[src/rtl/fetch_pc_unit.sv]
// IF-stage PC sequencer: one outstanding imem request, single-entry instruction buffer,
// EX redirects squash wrong-path requests and buffered instructions.
module fetch_pc_unit #(
  parameter logic [31:0] RESET_PC = 32'h8000_0000
) (
  input  logic        clock,
  input  logic        reset,
  input  logic        io_redirect_valid,
  input  logic [31:0] io_redirect_pc,
  output logic        io_imem_req_valid,
  input  logic        io_imem_req_ready,
  output logic [31:0] io_imem_req_addr,
  input  logic        io_imem_resp_valid,
  input  logic [31:0] io_imem_resp_data,
  output logic        io_if_valid,
  input  logic        io_if_ready,
  output logic [31:0] io_if_pc,
  output logic [31:0] io_if_inst
);

  // state | meaning
  // SEND  | request fetch_pc | WAIT | awaiting response | HOLD | word offered to decode | DROP | swallow stale response
  typedef enum logic [1:0] {SEND, WAIT, HOLD, DROP} state_e;

  state_e      state_q, state_d;
  logic [31:0] fetch_pc_q, fetch_pc_d;
  logic [31:0] inst_pc_q, inst_pc_d;
  logic [31:0] inst_q, inst_d;

  logic [31:0] redirect_pc;
  logic        req_fire;
  logic        if_fire;

  assign redirect_pc = io_redirect_pc & ~32'h3;
  assign req_fire    = io_imem_req_valid & io_imem_req_ready;
  assign if_fire     = io_if_valid & io_if_ready;

  always_ff @(posedge clock) begin
    if (reset) begin
      state_q    <= SEND;
      fetch_pc_q <= RESET_PC;
      inst_pc_q  <= 32'h0;
      inst_q     <= 32'h0;
    end else begin
      state_q    <= state_d;
      fetch_pc_q <= fetch_pc_d;
      inst_pc_q  <= inst_pc_d;
      inst_q     <= inst_d;
    end
  end

  always_comb begin
    state_d    = state_q;
    fetch_pc_d = fetch_pc_q;
    inst_pc_d  = inst_pc_q;
    inst_d     = inst_q;
    unique case (state_q)
      SEND: begin
        if (io_redirect_valid) begin
          fetch_pc_d = redirect_pc;
          if (req_fire) state_d = DROP;
        end else if (req_fire) begin
          state_d = WAIT;
        end
      end
      WAIT: begin
        if (io_redirect_valid) begin
          fetch_pc_d = redirect_pc;
          state_d    = io_imem_resp_valid ? SEND : DROP;
        end else if (io_imem_resp_valid) begin
          inst_d     = io_imem_resp_data;
          inst_pc_d  = fetch_pc_q;
          fetch_pc_d = fetch_pc_q + 32'd4;
          state_d    = HOLD;
        end
      end
      HOLD: begin
        if (io_redirect_valid) begin
          fetch_pc_d = redirect_pc;
          state_d    = SEND;
        end else if (if_fire) begin
          state_d = SEND;
        end
      end
      DROP: begin
        if (io_redirect_valid) fetch_pc_d = redirect_pc;
        if (io_imem_resp_valid) state_d = SEND;
      end
      default: state_d = SEND;
    endcase
  end

  // Redirect masks if_valid combinationally so decode never takes a squashed word.
  always_comb begin
    io_imem_req_valid = !reset && (state_q == SEND);
    io_imem_req_addr  = fetch_pc_q & ~32'h3;
    io_if_valid       = !reset && (state_q == HOLD) && !io_redirect_valid;
    io_if_pc          = inst_pc_q;
    io_if_inst        = inst_q;
  end

endmodule

[config.mk]
export PLATFORM = sky130hd
export DESIGN_NAME = fetch_pc_unit
export DESIGN_NICKNAME = d
export VERILOG_FILES = /design/src/rtl/fetch_pc_unit.sv
export SDC_FILE = /design/constraint.sdc
export NUM_CORES = 1
export LEC_CHECK = 0
export ABC_CLOCK_PERIOD_IN_PS = 2600
export CAP_MARGIN = 5
export CORE_MARGIN = 4
export CORE_UTILIZATION = 43
export DETAILED_ROUTE_END_ITERATION = 10
export PLACE_DENSITY_LB_ADDON = 0.3
export RECOVER_POWER = 25
export SLEW_MARGIN = 5
export SYNTH_ARGS = -nofsm -noshare
export SYNTH_HDL_FRONTEND = slang
export SYNTH_SLANG_ARGS = --single-unit
[constraint.sdc]
create_clock -name clock -period 2.6 [get_ports clock]
set_input_delay 0.39 -clock clock [delete_from_list [all_inputs] [get_ports clock]]
set_output_delay 0.39 -clock clock [all_outputs]
set_load 0.01 [all_outputs]
==> run_results.csv, run 1 <==
group,metric,value,unit
logic_synthesis,synth_common_cells,"nand2_1 (141), dfxtp_1 (94), a21oi_1 (80), nor2_1 (29), clkbuf_1 (28)",
clocking,htree_levels,3,
worst_setup_path,cp.required,2.83,ns
logic_synthesis,ys_seq_area_frac,0.461,
timing,relSlewSlack,0.556,
clocking,clk_pin_slew,0.09,ns
floorplan,num_rows,35,
logic_synthesis,syn-instance-count,523,
clocking,cts-hold-fix-buffers,0,
timing,setup_viol,0,
logic_synthesis,synth-warning-count,0,
logic_synthesis,avgSynthCellArea,7.80,um^2
logic_synthesis,netlist_area,4080,um^2
pwr,p_switching,0.795,mW
pwr,cellPowerDensity,483,nW/um^2
timing,period_share,0.865,
worst_hold_path,hp-start,"io_if_inst[31]$_SDFFE_PP0P_",
worst_setup_path,critPathMaxFanout,30,
route,drc,0,
pwr,p_seq_frac,0.533,
pwr,p_sw_frac,0.273,
timing,clock-skew-final,0.0137,ns
logic_synthesis,synth-main-ff-cell,"dfxtp_1",
flow_run,cap_violations,0,
logic_synthesis,synthArstFlopShare,0,
logic_synthesis,ys_ff_latch,94,
clocking,tritoncts,"done",
route,dr.pass1.iters,4,
placed_design,dp_hpwl,9400,um
clocking,cts_setup_buffers,0,
timing,rsz0062_at_grt,"no",
logic_synthesis,yosysMostFrequentCell,"nand2_1",
worst_setup_path,rr_startpoint,"fetch_pc_q[5]$_SDFFE_PP0P_",
cells_and_area,nets,751,
route,viasPerCell,5.36,
global_route,grt_pass1_wl,20900,um
cells_and_area,fin_cells,814,
placed_design,gp_congestion,0.905,
clocking,cts-root-buf,"clkbuf_8",
global_route,grt_pass1_vias,4266,
logic_synthesis,ys_types,52,
worst_setup_path,r2r_slack,0.43,ns
pwr,power_frac_comb,0.151,
pwr,total_leakage_power,2.18,nW
timing,tightest_slew,0.666,ns
timing,hold_viol,0,
clocking,cts.path.max_buffers,2,
placed_design,placed_cells,798,
route,drtAntennaViolNets,0,
clocking,cts.sinks,94,
floorplan,ios,168,
timing,period_minus_slack,2.25,ns
cells_and_area,area_growth,47.8,%
floorplan,coreArea,9240,um^2
route,dr.first_iter.drc_count,265,
worst_hold_path,whs_endpoint,"io_if_inst[31]$_SDFFE_PP0P_",
worst_setup_path,reg2reg_to,"fetch_pc_q[25]$_SDFFE_PP0P_",
clocking,clock_latency,0.36,ns
global_route,grt_max_degree,65,
logic_synthesis,synth_edf_count,0,
worst_hold_path,hold_path_class,"reg -> reg",
placed_design,port_buffers,161,
timing,setup-tns-final,0,ns
global_route,gr-total-overflow,0,
pwr,internal_power,2.12,mW
logic_synthesis,synth_area_leaders,"dfxtp_1 (46%), nand2_1 (13%), a21oi_1 (9.8%), nor2_1 (2.7%), clkbuf_1 (2.6%)",
pwr,peakVddDrop,0.000283,V
timing,slew_violations,0,
worst_hold_path,whs_path_depth,2,
cells_and_area,drive_gt1_frac,0.0642,
logic_synthesis,synth_top_area_frac,0.461,
floorplan,dieWidth,105,um
floorplan,die_y,105,um
worst_setup_path,rr_worst_depth,5,
timing,max_freq,445,MHz
floorplan,dieArea,11100,um^2
clocking,numCtsBuffers,9,
outcome,outcome,"finished, final reports clean",
worst_setup_path,start_kind,"primary input",
clocking,cts-resized-gates,0,
route,vias,4362,
cells_and_area,register_area,1880,um^2
worst_setup_path,worst-endpoint-arrival,2.48,ns
cells_and_area,fillers,809,
route,routed_wl,12900,um
global_route,grt_usage,0.230,
pwr,clockPowerShare,0.317,
cells_and_area,antenna_cells,0,
cells_and_area,multiInputGateArea,2030,um^2
worst_setup_path,crit_type,"in -> reg",
floorplan,start_util,0.442,
global_route,grt_antenna_before_repair,0,
logic_synthesis,yosysTopAreaCell,"dfxtp_1",
worst_setup_path,crit_path_end_kind,"flop",
route,post_drt_wl_per_cell,15.8,um
-- cells in the final DEF (no fill, tap or decap), types with 5 or more instances in the layout --
master           count
inv_1                5
xor2_1               8
nor3_1               8
nand2_1            140
dfxtp_1             94
dlygate4sd3_1       45
a31oi_1              6
o21ai_0             11
nand4_1              6
clkbuf_8            10
clkdlybuf4s50_1    115
nand3_1             12
nor2_1              29
a22oi_1              5
a211oi_1            12
a21oi_1             80
and4_1               5
buf_4               18
xnor2_1              5
nor4_1               6
-- flip-flops by register name, summed over array words and instances, names as in the netlist --
register / count
io_if_inst: 32
fetch_pc_q: 30
io_if_pc: 30
state_q: 2
-- per-stage QoR --
stage | util | area, um^2 | setup slack (ns) | total power, mW | hold WS, ns
after floorplan | - | 4090 | 0.523 | 1.76 | 0.481
after global placement | 0.633 | 5850 | 0.361 | 2.02 | 0.442
after detailed placement | 0.633 | 5850 | 0.330 | 2.03 | 0.446
after CTS | 0.653 | 6040 | 0.422 | 2.95 | 0.459
after global routing | 0.653 | 6030 | 0.166 | 3.04 | 0.473
final | 0.653 | 6030 | 0.351 | 2.91 | 0.454
-- layer usage --
metal | up-vias | GRT usage | wire length (um)
met4 | 0 | 0.0675 | 189
met2 | 178 | 0.389 | 6190
met5 | - | 0 | 0
li1 | 2123 | - | -
met3 | 18 | 0.0594 | 1110
met1 | 2043 | 0.287 | 5410
-- cell families after synthesis --
kind of cell / synth area share
flip-flops: 0.461
buffers and inverters: 0.0448
AND/OR/NAND/NOR: 0.262
other: 0.000919
adder cells (fa/ha/maj): 0.00307
XOR/XNOR: 0.0279
AO/OA/AOI/OAI: 0.200
-- worst max path at each step --
stage / start / endpoint / depth (start not counted)
final: io_redirect_valid / fetch_pc_q[8]$_SDFFE_PP0P_ / 7
after global routing: io_redirect_valid / fetch_pc_q[8]$_SDFFE_PP0P_ / 7
after CTS: fetch_pc_q[5]$_SDFFE_PP0P_ / fetch_pc_q[25]$_SDFFE_PP0P_ / 5
after detailed placement: io_redirect_valid / fetch_pc_q[25]$_SDFFE_PP0P_ / 5
after global placement: io_redirect_valid / fetch_pc_q[17]$_SDFFE_PP0P_ / 6
after floorplan: fetch_pc_q[6]$_SDFFE_PP0P_ / fetch_pc_q[25]$_SDFFE_PP0P_ / 5
-- power groups by stage --
stage               clock, mW  sequential [mW]  combinational, mW
finish                  0.922             1.55              0.439
global route             1.00             1.56              0.476
CTS                     0.948             1.55              0.446
detailed placement          0             1.58              0.443
global placement            0             1.58              0.436
floorplan                   0             1.59              0.166
-- worst max-delay path: stages --
cell,delay [ns]
clkdlybuf4s50_1,0.52
clkbuf_2,0.56
clkinv_1,0.23
buf_4,0.28
nand2_1,0.13
a21oi_1,0.08
a2111oi_0,0.29
-- layout make-up --
cell class              instances  share of cell area
well taps                     129              0.0268
multi-input cells             388               0.337
clock buffers                  11              0.0234
clock inverters                 5             0.00685
inverters                       6             0.00374
flip-flops and latches         94               0.312
repair buffers                181               0.290
Power figures use the tool's default switching activity.
==> run 2, diff against run 1 <==
HOLD_SLACK_MARGIN = 0.15   (was default)
==> results of run 2 <==
Final layout, timing and power as in run 1 (identical DEF).
==> run 3, diff against run 2 <==
ABC_AREA = 1   (was default)
CORE_UTILIZATION = 45   (was 43)
==> run 3 against run 2 <==
  * Register-to-register slack gained 0.11 ns
  * Worst setup slack gained 0.0025 ns
  * Sequential power grew 13%
  * Synthesized area grew 9.8%
  * Utilization grew 0.49 points
  * Fmax grew 0.11%
  * Worst hold slack gained 0.018 ns
==> run_results.csv, run 3 <==
group,metric,value,unit
route,drc,0,
worst_hold_path,whs_path_depth,2,
route,dr.pass1.iters,5,
cells_and_area,final_core_util,0.657,
route,vias,4911,
timing,slew_violations,0,
worst_setup_path,critPathMaxFanout,4,
worst_setup_path,crit_path_end,"io_if_valid",
logic_synthesis,synth_area_leaders,"dfxtp_1 (42%), nor2_1 (13%), nand2_1 (11%), o21ai_0 (8.3%), a21oi_1 (4.2%)",
global_route,grt_pass1_vias,4926,
floorplan,num_rows,36,
cells_and_area,register_area,1880,um^2
cells_and_area,nets,879,
timing,period_minus_slack,2.25,ns
logic_synthesis,yosysMostFrequentCell,"nor2_1",
worst_hold_path,hold_path_class,"reg -> reg",
timing,hold_viol,0,
logic_synthesis,ys_seq_area_frac,0.420,
global_route,gr-total-overflow,0,
worst_setup_path,worst-endpoint-arrival,1.86,ns
route,viasPerCell,5.19,
worst_setup_path,startpoint,"io_redirect_valid",
route,routed_wl,14700,um
worst_setup_path,rr_worst_depth,9,
cells_and_area,final_area,6400,um^2
worst_setup_path,path_cells,"dlygate4sd3_1 > inv_2 > nand3_1 > nor2_1 > clkdlybuf4s50_1",
cells_and_area,fillers,877,
route,post_drt_wl_per_cell,15.5,um
cells_and_area,area_growth,42.8,%
clocking,cts.path.max_buffers,2,
worst_setup_path,reg2reg_to,"fetch_pc_q[21]$_SDFFE_PP0P_",
timing,period_share,0.864,
clocking,clk_pin_slew,0.10,ns
worst_setup_path,cpPeakStageDelay,0.61,ns
logic_synthesis,synth_edf_count,0,
clocking,cts.sinks,94,
global_route,grt_pass1_wl,23400,um
logic_synthesis,netlist_area,4480,um^2
logic_synthesis,synth_common_cells,"nor2_1 (157), nand2_1 (126), dfxtp_1 (94), o21ai_0 (74), a21oi_1 (38)",
worst_setup_path,cp.required,2.21,ns
clocking,cts_setup_buffers,0,
placed_design,dpl_cell_area,6210,um^2
placed_design,gp_congestion,0.923,
global_route,grt_max_degree,82,
worst_setup_path,cp_slowest_cell,"dlygate4sd3_1",
worst_setup_path,cp_top_family,"buffers and inverters",
timing,relSlewSlack,0.479,
logic_synthesis,syn-instance-count,658,
cells_and_area,multiInputGateArea,2270,um^2
worst_setup_path,start_kind,"primary input",
pwr,peakVddDrop,0.000342,V
placed_design,dp_hpwl,10700,um
global_route,grt_antenna_before_repair,0,
worst_setup_path,crit_type,"in -> out",
clocking,cts-resized-gates,0,
floorplan,ios,168,
placed_design,port_buffers,161,
cells_and_area,antenna_cells,0,
timing,tightest_slew,0.782,ns
worst_setup_path,cp.buffers_inverters,3,
timing,setup-tns-final,0,ns
clocking,htree_levels,3,
worst_setup_path,crit_cells,5,
timing,clock-skew-final,0.0121,ns
floorplan,dieWidth,108,um
logic_synthesis,synth-main-ff-cell,"dfxtp_1",
floorplan,die_y,108,um
worst_setup_path,rr_startpoint,"state_q[1]$_SDFFE_PP0P_",
timing,rsz0062_at_grt,"no",
flow_run,cap_violations,0,
outcome,outcome,"finished, final reports clean",
cells_and_area,largest_reg_flops,32,
route,drtAntennaViolNets,0,
logic_synthesis,yosysTopAreaCell,"dfxtp_1",
cells_and_area,drive_gt1_frac,0.0664,
timing,setup_viol,0,
pwr,cellPowerDensity,612,nW/um^2
logic_synthesis,synthArstFlopShare,0,
logic_synthesis,synth-warning-count,0,
clocking,numCtsBuffers,9,
worst_setup_path,r2r_slack,0.54,ns
clocking,tritoncts,"done",
clocking,cts-hold-fix-buffers,0,
floorplan,dieArea,11600,um^2
floorplan,coreArea,9730,um^2
global_route,grt_usage,0.252,
timing,max_freq,445,MHz
route,dr.first_iter.drc_count,275,
floorplan,start_util,0.460,
worst_setup_path,crit_path_end_kind,"primary output",
logic_synthesis,ys_types,39,
logic_synthesis,synth_top_area_frac,0.420,
clocking,clock_latency,0.38,ns
cells_and_area,layout_commonest_cell,"nor2_1",
pwr,total_leakage_power,2.55,nW
cells_and_area,final_cell_mix,"nor2_1 (158), clkdlybuf4s50_1 (150), nand2_1 (127)",
clocking,cts-root-buf,"clkbuf_8",
logic_synthesis,avgSynthCellArea,6.81,um^2
logic_synthesis,ys_ff_latch,94,
pwr,p_total,3.91,mW
[run 3: changes by cell type in the layout (fill, tap and decap cells not counted), sizes merged, moves of 8 or more]
cell,change
nor2,+135
o21ai,+68
a21oi,-41
inv,+37
clkdlybuf4s50,+35
dlygate4sd3,-34
nand3,+20
buf,-9
nand2,-8
xor2,-8
[run 3: report_power, final]
| part | internal (mW) | total (mW) | switching [mW] |
|---|---|---|---|
| logic | 0.533 | 1.13 | 0.597 |
| clock network | 0.458 | 1.03 | 0.574 |
| registers | 1.61 | 1.75 | 0.142 |
[run 3: worst min-delay path by stage]
stage | start | to | slack [ns]
finish | io_if_pc[19]$_SDFFE_PP0P_ | io_if_pc[19]$_SDFFE_PP0P_ | 0.47
global route | io_if_pc[19]$_SDFFE_PP0P_ | io_if_pc[19]$_SDFFE_PP0P_ | 0.50
CTS | io_if_pc[19]$_SDFFE_PP0P_ | io_if_pc[19]$_SDFFE_PP0P_ | 0.48
detailed placement | io_if_pc[19]$_SDFFE_PP0P_ | io_if_pc[19]$_SDFFE_PP0P_ | 0.46
global placement | io_if_pc[9]$_SDFFE_PP0P_ | io_if_pc[9]$_SDFFE_PP0P_ | 0.45
floorplan | io_if_pc[9]$_SDFFE_PP0P_ | io_if_pc[9]$_SDFFE_PP0P_ | 0.48
[run 3: through the flow]
step	setup slack (ns)	hold slack, ns	std cells
after global placement	0.517	0.450	930
after global routing	0.234	0.500	946
after detailed placement	0.437	0.457	930
after CTS	0.469	0.478	946
final	0.354	0.472	946
after floorplan	1.09	0.484	661
[run 3: tightest hold or removal path: stages, from the launching register on]
cell	delay, ns
dfxtp_1	0.32
nand2_1	0.06
a21oi_1	0.05
[run 3: cell type report]
| class | instances | area share |
|---|---|---|
| multi-input combinational | 489 | 0.354 |
| sequential | 94 | 0.294 |
| timing repair buffer | 172 | 0.269 |
| tap | 133 | 0.0260 |
| inverter | 42 | 0.0246 |
| clock buffer | 9 | 0.0194 |
| clock inverter | 7 | 0.0125 |
[run 3: cells by family after synthesis]
group | synth area share
other | 0.000837
AOI/OAI and AO/OA | 0.173
adders and majority gates | 0.00279
and+or+nand+nor | 0.328
DFF | 0.420
buffers and inverters | 0.0751
[run 3: layer usage]
layer,part of all wire,global-route usage
met2,0.46,0.402
met5,0,0
met3,0.085,0.0792
met1,0.43,0.310
met4,0.026,0.116
